$ cat config.mk
export PLATFORM = sky130hd
export DESIGN_NAME = cache_req_arbiter
export DESIGN_NICKNAME = d
export VERILOG_FILES = /design/src/rtl/cache_req_arbiter.sv
export SDC_FILE = /design/constraint.sdc
export NUM_CORES = 1
export LEC_CHECK = 0
export ABC_AREA = 1
export CORE_ASPECT_RATIO = 1.1
export CORE_MARGIN = 8
export CORE_UTILIZATION = 35
export CTS_CLUSTER_SIZE = 16
export DETAILED_ROUTE_END_ITERATION = 6
export GPL_TIMING_DRIVEN = 0
export PLACE_DENSITY = 0.76
export SYNTH_ARGS = -nofsm -noshare
export SYNTH_HDL_FRONTEND = slang
export SYNTH_SLANG_ARGS = --single-unit
$ cat constraint.sdc
create_clock -name clock -period 4.7 [get_ports clock]
set_clock_uncertainty 0.05 [all_clocks]
set_input_delay 1.175 -clock clock [delete_from_list [all_inputs] [get_ports clock]]
set_output_delay 1.175 -clock clock [all_outputs]
set_load 0.1 [all_outputs]
$ cat src/rtl/cache_req_arbiter.sv
// Round-robin arbiter sharing one cacheSystem port among N_REQ requesters, one transaction in flight.
// Optional macro ARB_LATENCY_CNT_EN builds the latency counter behind lat_cycles (tied to zero otherwise).
module cache_req_arbiter #(
    parameter int  N_REQ  = 4,
    parameter int  ADDR_W = 16,
    parameter int  DATA_W = 32,
    localparam int ID_W   = $clog2(N_REQ)
) (
    input  logic                      clock,
    input  logic                      reset,
    input  logic [N_REQ-1:0]          req_valid,
    input  logic [N_REQ-1:0]          req_write,
    input  logic [N_REQ*ADDR_W-1:0]   req_addr,
    input  logic [N_REQ*DATA_W-1:0]   req_data,
    output logic [N_REQ-1:0]          req_done,
    output logic [DATA_W-1:0]         rsp_data,
    output logic [ID_W-1:0]           grant_id,
    output logic                      busy,
    output logic [ADDR_W-1:0]         cache_addr,
    output logic                      cache_enable,
    output logic                      cache_write,
    output logic [DATA_W-1:0]         cache_dataIn,
    input  logic                      cache_requestComplete,
    input  logic [DATA_W-1:0]         cache_dataOut,
    output logic [15:0]               lat_cycles
);

    typedef enum logic [1:0] {
        ST_IDLE    = 2'd0,
        ST_ISSUE   = 2'd1,
        ST_RELEASE = 2'd2
    } state_t;

    state_t              state_q, state_d;
    logic [ID_W-1:0]     rr_ptr_q, rr_ptr_d;
    logic [ID_W-1:0]     grant_id_q, grant_id_d;
    logic [N_REQ-1:0]    req_done_q, req_done_d;
    logic [DATA_W-1:0]   rsp_data_q, rsp_data_d;
    logic                busy_q, busy_d;
    logic [ADDR_W-1:0]   cache_addr_q, cache_addr_d;
    logic                cache_enable_q, cache_enable_d;
    logic                cache_write_q, cache_write_d;
    logic [DATA_W-1:0]   cache_data_in_q, cache_data_in_d;

    logic                pick_found_s;
    logic [ID_W-1:0]     pick_id_s;
    logic [ID_W-1:0]     scan_id_s;
    logic [ID_W-1:0]     next_ptr_s;

`ifdef ARB_LATENCY_CNT_EN
    logic [15:0]         lat_cnt_q, lat_cnt_d;
    logic [15:0]         lat_cycles_q, lat_cycles_d;
    logic [15:0]         lat_inc_s;
`endif

    // Round-robin pick: scan downward so the candidate closest after rr_ptr is written last and wins.
    always_comb begin
        pick_found_s = |req_valid;
        pick_id_s    = '0;
        scan_id_s    = '0;
        for (int k = N_REQ - 1; k >= 0; k--) begin
            scan_id_s = ID_W'((int'(rr_ptr_q) + k) % N_REQ);
            pick_id_s = req_valid[scan_id_s] ? scan_id_s : pick_id_s;
        end
        next_ptr_s = (grant_id_q == ID_W'(N_REQ - 1)) ? '0 : grant_id_q + ID_W'(1);
    end

    // Next-state logic for the handshake sequencer and all registered outputs.
    always_comb begin
        state_d         = state_q;
        rr_ptr_d        = rr_ptr_q;
        grant_id_d      = grant_id_q;
        req_done_d      = '0;
        rsp_data_d      = rsp_data_q;
        cache_addr_d    = cache_addr_q;
        cache_enable_d  = cache_enable_q;
        cache_write_d   = cache_write_q;
        cache_data_in_d = cache_data_in_q;
`ifdef ARB_LATENCY_CNT_EN
        lat_inc_s       = (lat_cnt_q == 16'hFFFF) ? 16'hFFFF : lat_cnt_q + 16'd1;
        lat_cnt_d       = lat_cnt_q;
        lat_cycles_d    = lat_cycles_q;
`endif
        case (state_q)
            ST_IDLE: begin
                if (pick_found_s) begin
                    grant_id_d      = pick_id_s;
                    cache_addr_d    = req_addr[int'(pick_id_s) * ADDR_W +: ADDR_W];
                    cache_write_d   = req_write[pick_id_s];
                    cache_data_in_d = req_data[int'(pick_id_s) * DATA_W +: DATA_W];
                    cache_enable_d  = 1'b1;
                    state_d         = ST_ISSUE;
`ifdef ARB_LATENCY_CNT_EN
                    lat_cnt_d       = 16'd0;
`endif
                end else begin
                    state_d = ST_IDLE;
                end
            end
            ST_ISSUE: begin
`ifdef ARB_LATENCY_CNT_EN
                lat_cnt_d = lat_inc_s;
`endif
                if (cache_requestComplete) begin
                    cache_enable_d = 1'b0;
                    rsp_data_d     = cache_dataOut;
                    req_done_d     = N_REQ'(1) << grant_id_q;
                    rr_ptr_d       = next_ptr_s;
                    state_d        = ST_RELEASE;
`ifdef ARB_LATENCY_CNT_EN
                    lat_cycles_d   = lat_inc_s;
`endif
                end else begin
                    state_d = ST_ISSUE;
                end
            end
            ST_RELEASE: begin
                cache_enable_d = 1'b0;
                state_d        = ST_IDLE;
            end
            default: begin
                cache_enable_d = 1'b0;
                state_d        = ST_IDLE;
            end
        endcase
        busy_d = (state_d != ST_IDLE);
    end

    // State and output registers with synchronous active-low reset.
    always_ff @(posedge clock) begin
        if (!reset) begin
            state_q         <= ST_IDLE;
            rr_ptr_q        <= '0;
            grant_id_q      <= '0;
            req_done_q      <= '0;
            rsp_data_q      <= '0;
            busy_q          <= 1'b0;
            cache_addr_q    <= '0;
            cache_enable_q  <= 1'b0;
            cache_write_q   <= 1'b0;
            cache_data_in_q <= '0;
`ifdef ARB_LATENCY_CNT_EN
            lat_cnt_q       <= 16'd0;
            lat_cycles_q    <= 16'd0;
`endif
        end else begin
            state_q         <= state_d;
            rr_ptr_q        <= rr_ptr_d;
            grant_id_q      <= grant_id_d;
            req_done_q      <= req_done_d;
            rsp_data_q      <= rsp_data_d;
            busy_q          <= busy_d;
            cache_addr_q    <= cache_addr_d;
            cache_enable_q  <= cache_enable_d;
            cache_write_q   <= cache_write_d;
            cache_data_in_q <= cache_data_in_d;
`ifdef ARB_LATENCY_CNT_EN
            lat_cnt_q       <= lat_cnt_d;
            lat_cycles_q    <= lat_cycles_d;
`endif
        end
    end

    assign req_done     = req_done_q;
    assign rsp_data     = rsp_data_q;
    assign grant_id     = grant_id_q;
    assign busy         = busy_q;
    assign cache_addr   = cache_addr_q;
    assign cache_enable = cache_enable_q;
    assign cache_write  = cache_write_q;
    assign cache_dataIn = cache_data_in_q;
`ifdef ARB_LATENCY_CNT_EN
    assign lat_cycles   = lat_cycles_q;
`else
    assign lat_cycles   = 16'd0;
`endif

endmodule
=== Word level (Yosys, flattened, before mapping) ===
Cells that the tools add are included.

* Add/sub/neg operators: 4
* Magnitude comparators: 5
* Eq/ne operators: 4
* Shift operators: 3
* Multiplexer cells: 21
* Reductions and logical operators: 7

{| class="wikitable"
|+ Operators with widths
! cell !! count
|-
| indexed part select 128 x 8 -> 32 bit || 1
|-
| indexed part select 64 x 7 -> 16 bit || 1
|-
| less-than comparator 2 x 3 -> 1 bit, second input constant || 5
|-
| two-way mux 2 bit || 6
|-
| binary-select mux 1 bit (select 2 bit) || 5
|-
| two-way mux 1 bit || 8
|-
| AND reduction 2 bit || 3
|-
| adder 2 x 1 -> 2 bit, second input constant || 2
|-
| adder 2 bit, second input constant || 2
|-
| != test 2 bit, second input constant || 2
|-
| case mux 2 bit (2 select lines) || 1
|-
| OR reduction 4 bit || 1
|-
| << shifter 1 x 2 -> 4 bit, first input constant || 1
|-
| AND reduction 3 bit || 1
|-
| equality test 2 x 1 -> 1 bit, second input constant || 1
|-
| equality test 2 bit, second input constant || 1
|-
| zero test 2 bit || 1
|-
| case mux 1 bit (2 select lines) || 1
|-
| nonzero test 2 bit || 1
|}

* Register bits after elaboration: 93
* Bits of input ports: 235
* Output and inout port bits: 105

=== Depth between registers and ports, before layout ===
Gate-level depths: netlist (run 1).

* Word-level depth: 9
* Gate-level depth with buffers: 16
* Mapped depth without buffers: 13

=== Worst setup path after synthesis (run 1) ===
No wires, ideal clock.

* Path kind: input to register
* From: input port req_valid[3]
* To: register cache_data_in_q[24] (netlist: cache_dataIn[24])
* Arrival: 2.329 ns
* Data required time: 4.541 ns
* Slack: 2.212 ns
* Stages on the path: 14
* Path buffers: 2
* Cells stage by stage: inv_1 > nand2_1 > nand3_1 > nand2_1 > inv_2 > nand3_2 > nand2_2 > buf_6 > buf_6 > nand2_1 > nand3_1 > nand3_1 > nand2_1 > inv_1

* Cells in the longest elaborated chain, start to end: 7

{| class="wikitable"
|+ RTL lines
! item !! line !! text
|-
| from (decl) || 11 || <nowiki>input logic [N_REQ-1:0] req_valid,</nowiki>
|-
| binary-select mux 1 bit (select 2 bit) || 63 || <nowiki>pick_id_s = req_valid[scan_id_s] ? scan_id_s : pick_id_s;</nowiki>
|-
| two-way mux 1 bit (implied by the code) || 63 ||
|-
| two-way mux 2 bit (4 in series) || 63 ||
|-
| indexed part select 128 x 8 -> 32 bit || 90 || <nowiki>cache_data_in_d = req_data[int'(pick_id_s) * DATA_W +: DATA_W];</nowiki>
|-
| to (signal assigned) || 156 || <nowiki>cache_data_in_q <= cache_data_in_d;</nowiki>
|-
| to (decl) || 43 || <nowiki>logic [DATA_W-1:0] cache_data_in_q, cache_data_in_d;</nowiki>
|}

Several ways; a longest one is shown, not always the timed one. The select of a mux whose other input is x is not followed.
A chain may end at the register's enable or synchronous reset.

=== Worst setup path in the final report (run 1) ===
* From: input port req_valid[1]
* To: register cache_data_in_q[28] (netlist: cache_dataIn[28])

Same word-level chain as after synthesis.

==> results of run 1 <==
[synth_stat cells, drive strengths merged (2+ instances only)]
| cell | n | area share |
|---|---|---|
| nor2 | 90 | 0.056 |
| a211oi | 2 | 0.0024 |
| a21oi | 36 | 0.029 |
| nor3 | 4 | 0.0033 |
| dfxtp | 93 | 0.30 |
| inv | 261 | 0.16 |
| o21ai | 5 | 0.0041 |
| clkbuf | 29 | 0.018 |
| buf | 55 | 0.054 |
| nand2 | 207 | 0.13 |
| nand3 | 288 | 0.24 |
[layer usage]
| layer | GRT usage | up-vias | share of wire | routed length [µm] |
|---|---|---|---|---|
| li1 | - | 3922 | - | - |
| met1 | 0.271 | 3502 | 0.39 | 10600 |
| met2 | 0.410 | 335 | 0.47 | 12900 |
| met3 | 0.0775 | 47 | 0.11 | 2970 |
| met4 | 0.0912 | 0 | 0.029 | 804 |
| met5 | 0 | - | 0 | 0 |
[logic make-up (layout without fill, tap and decap cells)]
logic type               Yosys count  after routing
AND/OR/NAND/NOR                  591            591
buffers and inverters            346            680
flip-flops                        93             93
AO/OA/AOI/OAI                     45             45
adder cells (fa/ha/maj)            1              1
other                              1             16
[final cells by class]
class | count | share of cell area
sequential | 93 | 0.187
multi-input combinational | 653 | 0.293
inverter | 262 | 0.0987
clock buffer | 9 | 0.0226
buffer | 84 | 0.0441
clock inverter | 3 | 0.00176
timing repair buffer | 322 | 0.323
tap | 238 | 0.0299
[metrics by stage]
step	std cells	total power, µW
final	1664	3570
after floorplan	1092	2310
after global placement	1652	2920
after global routing	1664	3750
after CTS	1664	3590
after detailed placement	1652	2940
[report_power, final]
group          switching, µW  internal (µW)  total (µW)
Clock                    306            345         651
Combinational           1380            599        1980
Sequential              53.7            886         940
[flip-flops by register name (all words and copies together) (netlist names)]
signal	count
cache_dataIn	32
rsp_data	32
cache_addr	16
req_done	4
grant_id	2
rr_ptr_q	2
state_q	2
busy	1
cache_enable	1
cache_write	1
[critical path, stage by stage]
cell	delay (ns)
clkdlybuf4s50_1	0.47
inv_1	0.06
nand2_1	0.08
nand3_1	0.11
nand2_1	0.10
nand3_2	0.08
nand3_2	0.22
clkbuf_1	0.69
nand3_1	0.17
nand3_1	0.13
nand3_1	0.08
nand2_1	0.08
inv_1	0.03
[how the worst min path moves through the flow]
stage,startpoint,endpoint,slack [ns],depth (start not counted)
6_report,rsp_data[3]$_SDFFE_PN0P_,rsp_data[3]$_SDFFE_PN0P_,0.41,2
5_1_grt,rsp_data[24]$_SDFFE_PN0P_,rsp_data[24]$_SDFFE_PN0P_,0.43,2
4_1_cts,rsp_data[3]$_SDFFE_PN0P_,rsp_data[3]$_SDFFE_PN0P_,0.41,2
3_5_place_dp,rsp_data[28]$_SDFFE_PN0P_,rsp_data[28]$_SDFFE_PN0P_,0.40,2
3_3_place_gp,rsp_data[9]$_SDFFE_PN0P_,rsp_data[9]$_SDFFE_PN0P_,0.40,2
2_1_floorplan,state_q[1]$_SDFF_PN0_,cache_enable$_SDFFE_PN0P_,0.37,1
==> metrics.md, run 1 <==
| Metric | Value |
|---|---|
| # port buffers | `~320` |
| Failing checks | `DRC` |
| Pwr/cell area | `358 nW/µm²` |
| Die outline area | `22100 µm²` |
| Worst hold-check path type | `reg2reg` |
| Placed inst area | `9720 µm²` |
| Register area | `1860 µm²` |
| Hpwl dp | `21400 µm` |
| Post-synthesis simple-gate area fraction | `0.425` |
| Most frequent cells in the layout | `322 x clkdlybuf4s50_1, 286 x nand3_1, 259 x inv_1` |
| Longest Clk Path Bufs | `2` |
| Setup crit start | `req_valid[1]` |
| Outcome | `complete, but fails checks` |
| Critical Path AT | `3.48 ns` |
| Synthesized flop and latch total | `93` |
| Period utilization | `0.700` |
| CP required | `4.89 ns` |
| GRT Overall Usage | `0.240` |
| Post-CTS setup buffers | `0` |
| Antenna-violating nets left | `0` |
| Netlist area before placement | `6150 µm²` |
| Area of the multi-input gates | `2920 µm²` |
| CTS tree | `done` |
| Vias per Instance | `about 4.7` |
| FF-to-FF End | `cache_dataIn[28]$_SDFFE_PN0N_` |
| Global-route wire length before repair | `41200 µm` |
| Cts hold-fix bufs | `0` |
| Final TNS setup | `0 ns` |
| Final Setup Violations | `0` |
| Pin count of the biggest net entering global routing | `14` |
| Root Buffer | `clkbuf_16` |
| Die Height | `155 µm` |
| Gr ovfl total | `0` |
| Compound-cell area share of the yosys netlist | `0.0381` |
| Internal reg-to-reg setup slack | `2.26 ns` |
| EDFF count, synth | `0` |
| R2R cell count | `13` |
| Synth Warn # | `0` |
| Drt initial violations | `475` |
| Initial antenna violation count | `0` |
| Synth Area in XOR/XNOR | `0` |
| Total Wirelength | `27300 µm` |
| Clock Sinks | `93` |
| Post-place setup slack | `1.04 ns` |
| Setup ws final | `1.41 ns` |
| Final Cell Area | `between 9000 and 10000 µm²` |
| Skew-Pair Late Insertion Delay | `roughly 0.34 ns` |
| Vias | `7806` |
| CTS buffer count | `9` |
| Ports | `between 300 and 400` |
| Worst Setup EP | `cache_dataIn[28]$_SDFFE_PN0N_` |
| Area growth, synth to finish | `62.2%` |
| Rel. slew slack | `0.300` |
| Top_reg_cell synth | `dfxtp_1` |
| ANT cells | `0` |
| Worst Path Max Fanout | `10` |
| GP Congestion | `0.927` |
| Post-synthesis cell count | `1077` |
| Final-report max-slew violation count | `0` |
| Vias in the first global route | `roughly 7500` |
| Clock-pin slew on the worst setup and hold paths | `0.06 ns` |
| RSZ-0062 raised after global routing | `false` |
| WHS | `roughly 0.4 ns` |
| Most common cell after layout, fill and taps aside | `clkdlybuf4s50_1` |
| Die Width | `142 µm` |
| Multiplexer share of the synthesized area | `0` |
| WS Path Type | `in2reg` |
| FMAX | `304 MHz` |
| Worst vdd ir | `207 µV` |
| Syn Area/Cell | `approximately 5.7 µm²` |
| Worst R2R Start | `rr_ptr_q[0]$_SDFFE_PN0P_` |
| Final Hold Fails | `0` |
| LEAKAGE | `around 0.0052 µW` |
| Max-cap violations | `0` |
| Layout Nets | `1661` |
| Htree depth | `3` |
| Post-CTS resize count | `0` |
| Slew @ Worst Pin | `approximately 1.0 ns` |
| Initial Utilization | `0.352` |
| Startpoint Class | `input pin` |
| Filler cells | `about 1800` |
| DR WL/cell | `16.4 µm` |
| Largest family of logic cells by synthesized area | `simple AND/OR/NAND/NOR gates` |
| TritonRoute pass-1 iters | `7` |
| Yosys cell types | `26` |
| DRC Markers | `3` |
| Minimum clock period | `3.29 ns` |
| Row cnt | `51` |
| Synth Area in Adders | `0.00204` |
| Post-synth ARST share | `0` |
| Core Util, Final | `0.570` |
| Share of cells above drive strength 1 | `0.0477` |
| Core area | `17500 µm²` |
| Critical Path Sink Type | `flip-flop` |
| Register area share after synthesis | `0.303` |
(Power assumes the default switching activity.)
==> run 2, diff against run 1 <==
--- a/config.mk
+++ b/config.mk
@@ -12,7 +12,7 @@
 export CTS_CLUSTER_SIZE = 16
 export DETAILED_ROUTE_END_ITERATION = 6
 export GPL_TIMING_DRIVEN = 0
-export PLACE_DENSITY = 0.76
+export PLACE_DENSITY = 0.79
 export SYNTH_ARGS = -nofsm -noshare
 export SYNTH_HDL_FRONTEND = slang
 export SYNTH_SLANG_ARGS = --single-unit
==> constraint.sdc (replaced) <==
create_clock -name clock -period 2.9 [get_ports clock]
set_clock_uncertainty 0.05 [all_clocks]
set_input_delay 0.725 -clock clock [delete_from_list [all_inputs] [get_ports clock]]
set_output_delay 0.725 -clock clock [all_outputs]
set_load 0.1 [all_outputs]
==> metrics.md, run 2 (synthesis results as in run 1) <==
| Metric | Value |
|---|---|
| Hpwl dp | `21500 µm` |
| Filler cells | `1764` |
| Critical path's slowest cell | `clkdlybuf4s50_1` |
| RSZ-0062 raised after global routing | `false` |
| Gr ovfl total | `0` |
| Area growth, synth to finish | `63.5%` |
| # port buffers | `322` |
| Hold Path End | `rsp_data[9]$_SDFFE_PN0P_` |
| Final Cell Area | `between 10000 and 15000 µm²` |
| Global-route wire length before repair | `41300 µm` |
| R2R cell count | `12` |
| Rel. slew slack | `0.270` |
| Die outline area | `around 22000 µm²` |
| Final Setup Violations | `0` |
| WS Path Type | `reg2out` |
| CTS buffer count | `9` |
| Most frequent cells in the layout | `322 x clkdlybuf4s50_1, 286 x nand3_1, 259 x inv_1` |
| Htree depth | `3` |
| Pwr/cell area | `roughly 600 nW/µm²` |
| Total Wirelength | `around 27000 µm` |
| Worst hold-check path type | `reg2reg` |
| Clock-pin slew on the worst setup and hold paths | `0.08 ns` |
| Worst R2R Start | `rr_ptr_q[0]$_SDFFE_PN0P_` |
| TritonRoute pass-1 iters | `5` |
| Max-cap violations | `0` |
| Critical Path Sink Type | `primary output` |
| Vias | `just under 8000` |
| Row cnt | `51` |
| Cells along the critical path | `clkdlybuf4s50_1` |
| CTS tree | `done` |
| Buf/Inv on CP | `1` |
| Share of cells above drive strength 1 | `0.0504` |
| Core area | `17500 µm²` |
| Initial Utilization | `0.352` |
| Layout Nets | `1660` |
| Initial antenna violation count | `0` |
| LEAKAGE | `0.00520 µW` |
| Worst Path Max Fanout | `6` |
| Slowest stage delay, CP | `1.21 ns` |
| Skew-Pair Late Insertion Delay | `roughly 0.35 ns` |
| Period utilization | `0.965` |
| Ports | `340` |
| Slew @ Worst Pin | `1.09 ns` |
| DRC Markers | `0` |
| Drt initial violations | `424` |
| Antenna-violating nets left | `0` |
| Clock Sinks | `93` |
| Outcome | `finished, final reports clean` |
| Longest Clk Path Bufs | `2` |
| DR WL/cell | `16.2 µm` |
| Hold path depth | `2` |
| CP required | `2.12 ns` |
| GP Congestion | `0.925` |
| Worst hold start | `rsp_data[9]$_SDFFE_PN0P_` |
| Placed inst area | `9720 µm²` |
| Minimum clock period | `2.80 ns` |
| Pin count of the biggest net entering global routing | `17` |
| Final Hold Fails | `0` |
| Cts hold-fix bufs | `0` |
| Internal reg-to-reg setup slack | `around 0.57 ns` |
| Top delay family on crit path | `buffers and inverters` |
| FMAX | `357 MHz` |
| Startpoint Class | `flip-flop` |
| Critical Path Stages | `1` |
| WHS | `0.413 ns` |
| Root Buffer | `clkbuf_16` |
| Post-CTS setup buffers | `0` |
| Critical Path AT | `2.02 ns` |
| GRT Overall Usage | `0.240` |
| Die Width | `142 µm` |
| Final-report max-slew violation count | `0` |
| FF-to-FF End | `cache_write$_SDFFE_PN0N_` |
| Vias in the first global route | `7632` |
| Vias per Instance | `between 4 and 5` |
| Most common cell after layout, fill and taps aside | `clkdlybuf4s50_1` |
| Die Height | `155 µm` |
| Worst vdd ir | `around 320 µV` |
-- run 2: cell types whose count changed in the layout (fill, tap and decap cells not counted), sizes merged --
cell      before  now
bufinv         0    2
clkbuf        38   37
clkinvlp       1    0
diode          0    1
inv          261  264
-- run 2: worst min-delay path, stage by stage, from the launching register on --
cell	delay, ns
dfxtp_1	0.31
nand2_1	0.06
a21oi_1	0.05
-- run 2: how the worst max path moves through the flow --
stage	slack [ns]	from	to
3_3_place_gp	-0.30	req_valid[1]	cache_addr[8]$_SDFFE_PN0N_
5_1_grt	0.02	req_valid[0]	cache_dataIn[28]$_SDFFE_PN0N_
4_1_cts	0.05	req_valid[1]	cache_dataIn[0]$_SDFFE_PN0N_
2_1_floorplan	0.86	req_valid[3]	cache_dataIn[24]$_SDFFE_PN0N_
6_report	0.10	grant_id[0]$_SDFFE_PN0N_	grant_id[0]
3_5_place_dp	-0.32	req_valid[1]	cache_addr[8]$_SDFFE_PN0N_
-- run 2: timing repair --
| item | 4_1_cts | 5_1_grt |
|---|---|---|
| setup endpoints to repair | 0 | 9 |
| gates resized for setup | 0 | 1 |
| hold endpoints to repair | 0 | 0 |
-- run 2: final cells by class --
class                           instances  area, µm²  share of cell area
Clock inverter                          7       96.3             0.00959
Buffer                                 83        435              0.0433
Timing Repair Buffer                  322       3220               0.321
Clock buffer                            9        225              0.0224
Multi-Input combinational cell        653       2920               0.291
Sequential cell                        93       1860               0.185
Tap cell                              238        298              0.0296
Antenna cell                            1       2.50            0.000249
Inverter                              262        983              0.0979
-- run 2: layer usage --
metal,GRT usage,vias to the layer above,routed length (µm)
li1,-,3928,-
met1,0.264,3435,10400
met2,0.407,340,12900
met3,0.0873,53,2890
met4,0.105,0,884
met5,0,-,0
-- run 2: stage by stage --
step / TNS (ns) / util / power (µW) / cells / setup WS, ns
global placement: -9.48 / 0.556 / 4730 / 1652 / -0.303
global route: 0 / 0.575 / 6370 / 1667 / 0.0181
finish: 0 / 0.575 / 6050 / 1668 / 0.101
CTS: 0 / 0.574 / 6080 / 1668 / 0.0454
floorplan: 0 / - / 3750 / 1092 / 0.862
detailed placement: -10.90 / 0.556 / 4750 / 1652 / -0.317
-- run 2: report_power, final --
| part | internal (µW) | total [µW] | switching [µW] |
|---|---|---|---|
| Clock | 763 | 1320 | 561 |
| Sequential | 1430 | 1520 | 89.8 |
| Combinational | 972 | 3200 | 2230 |
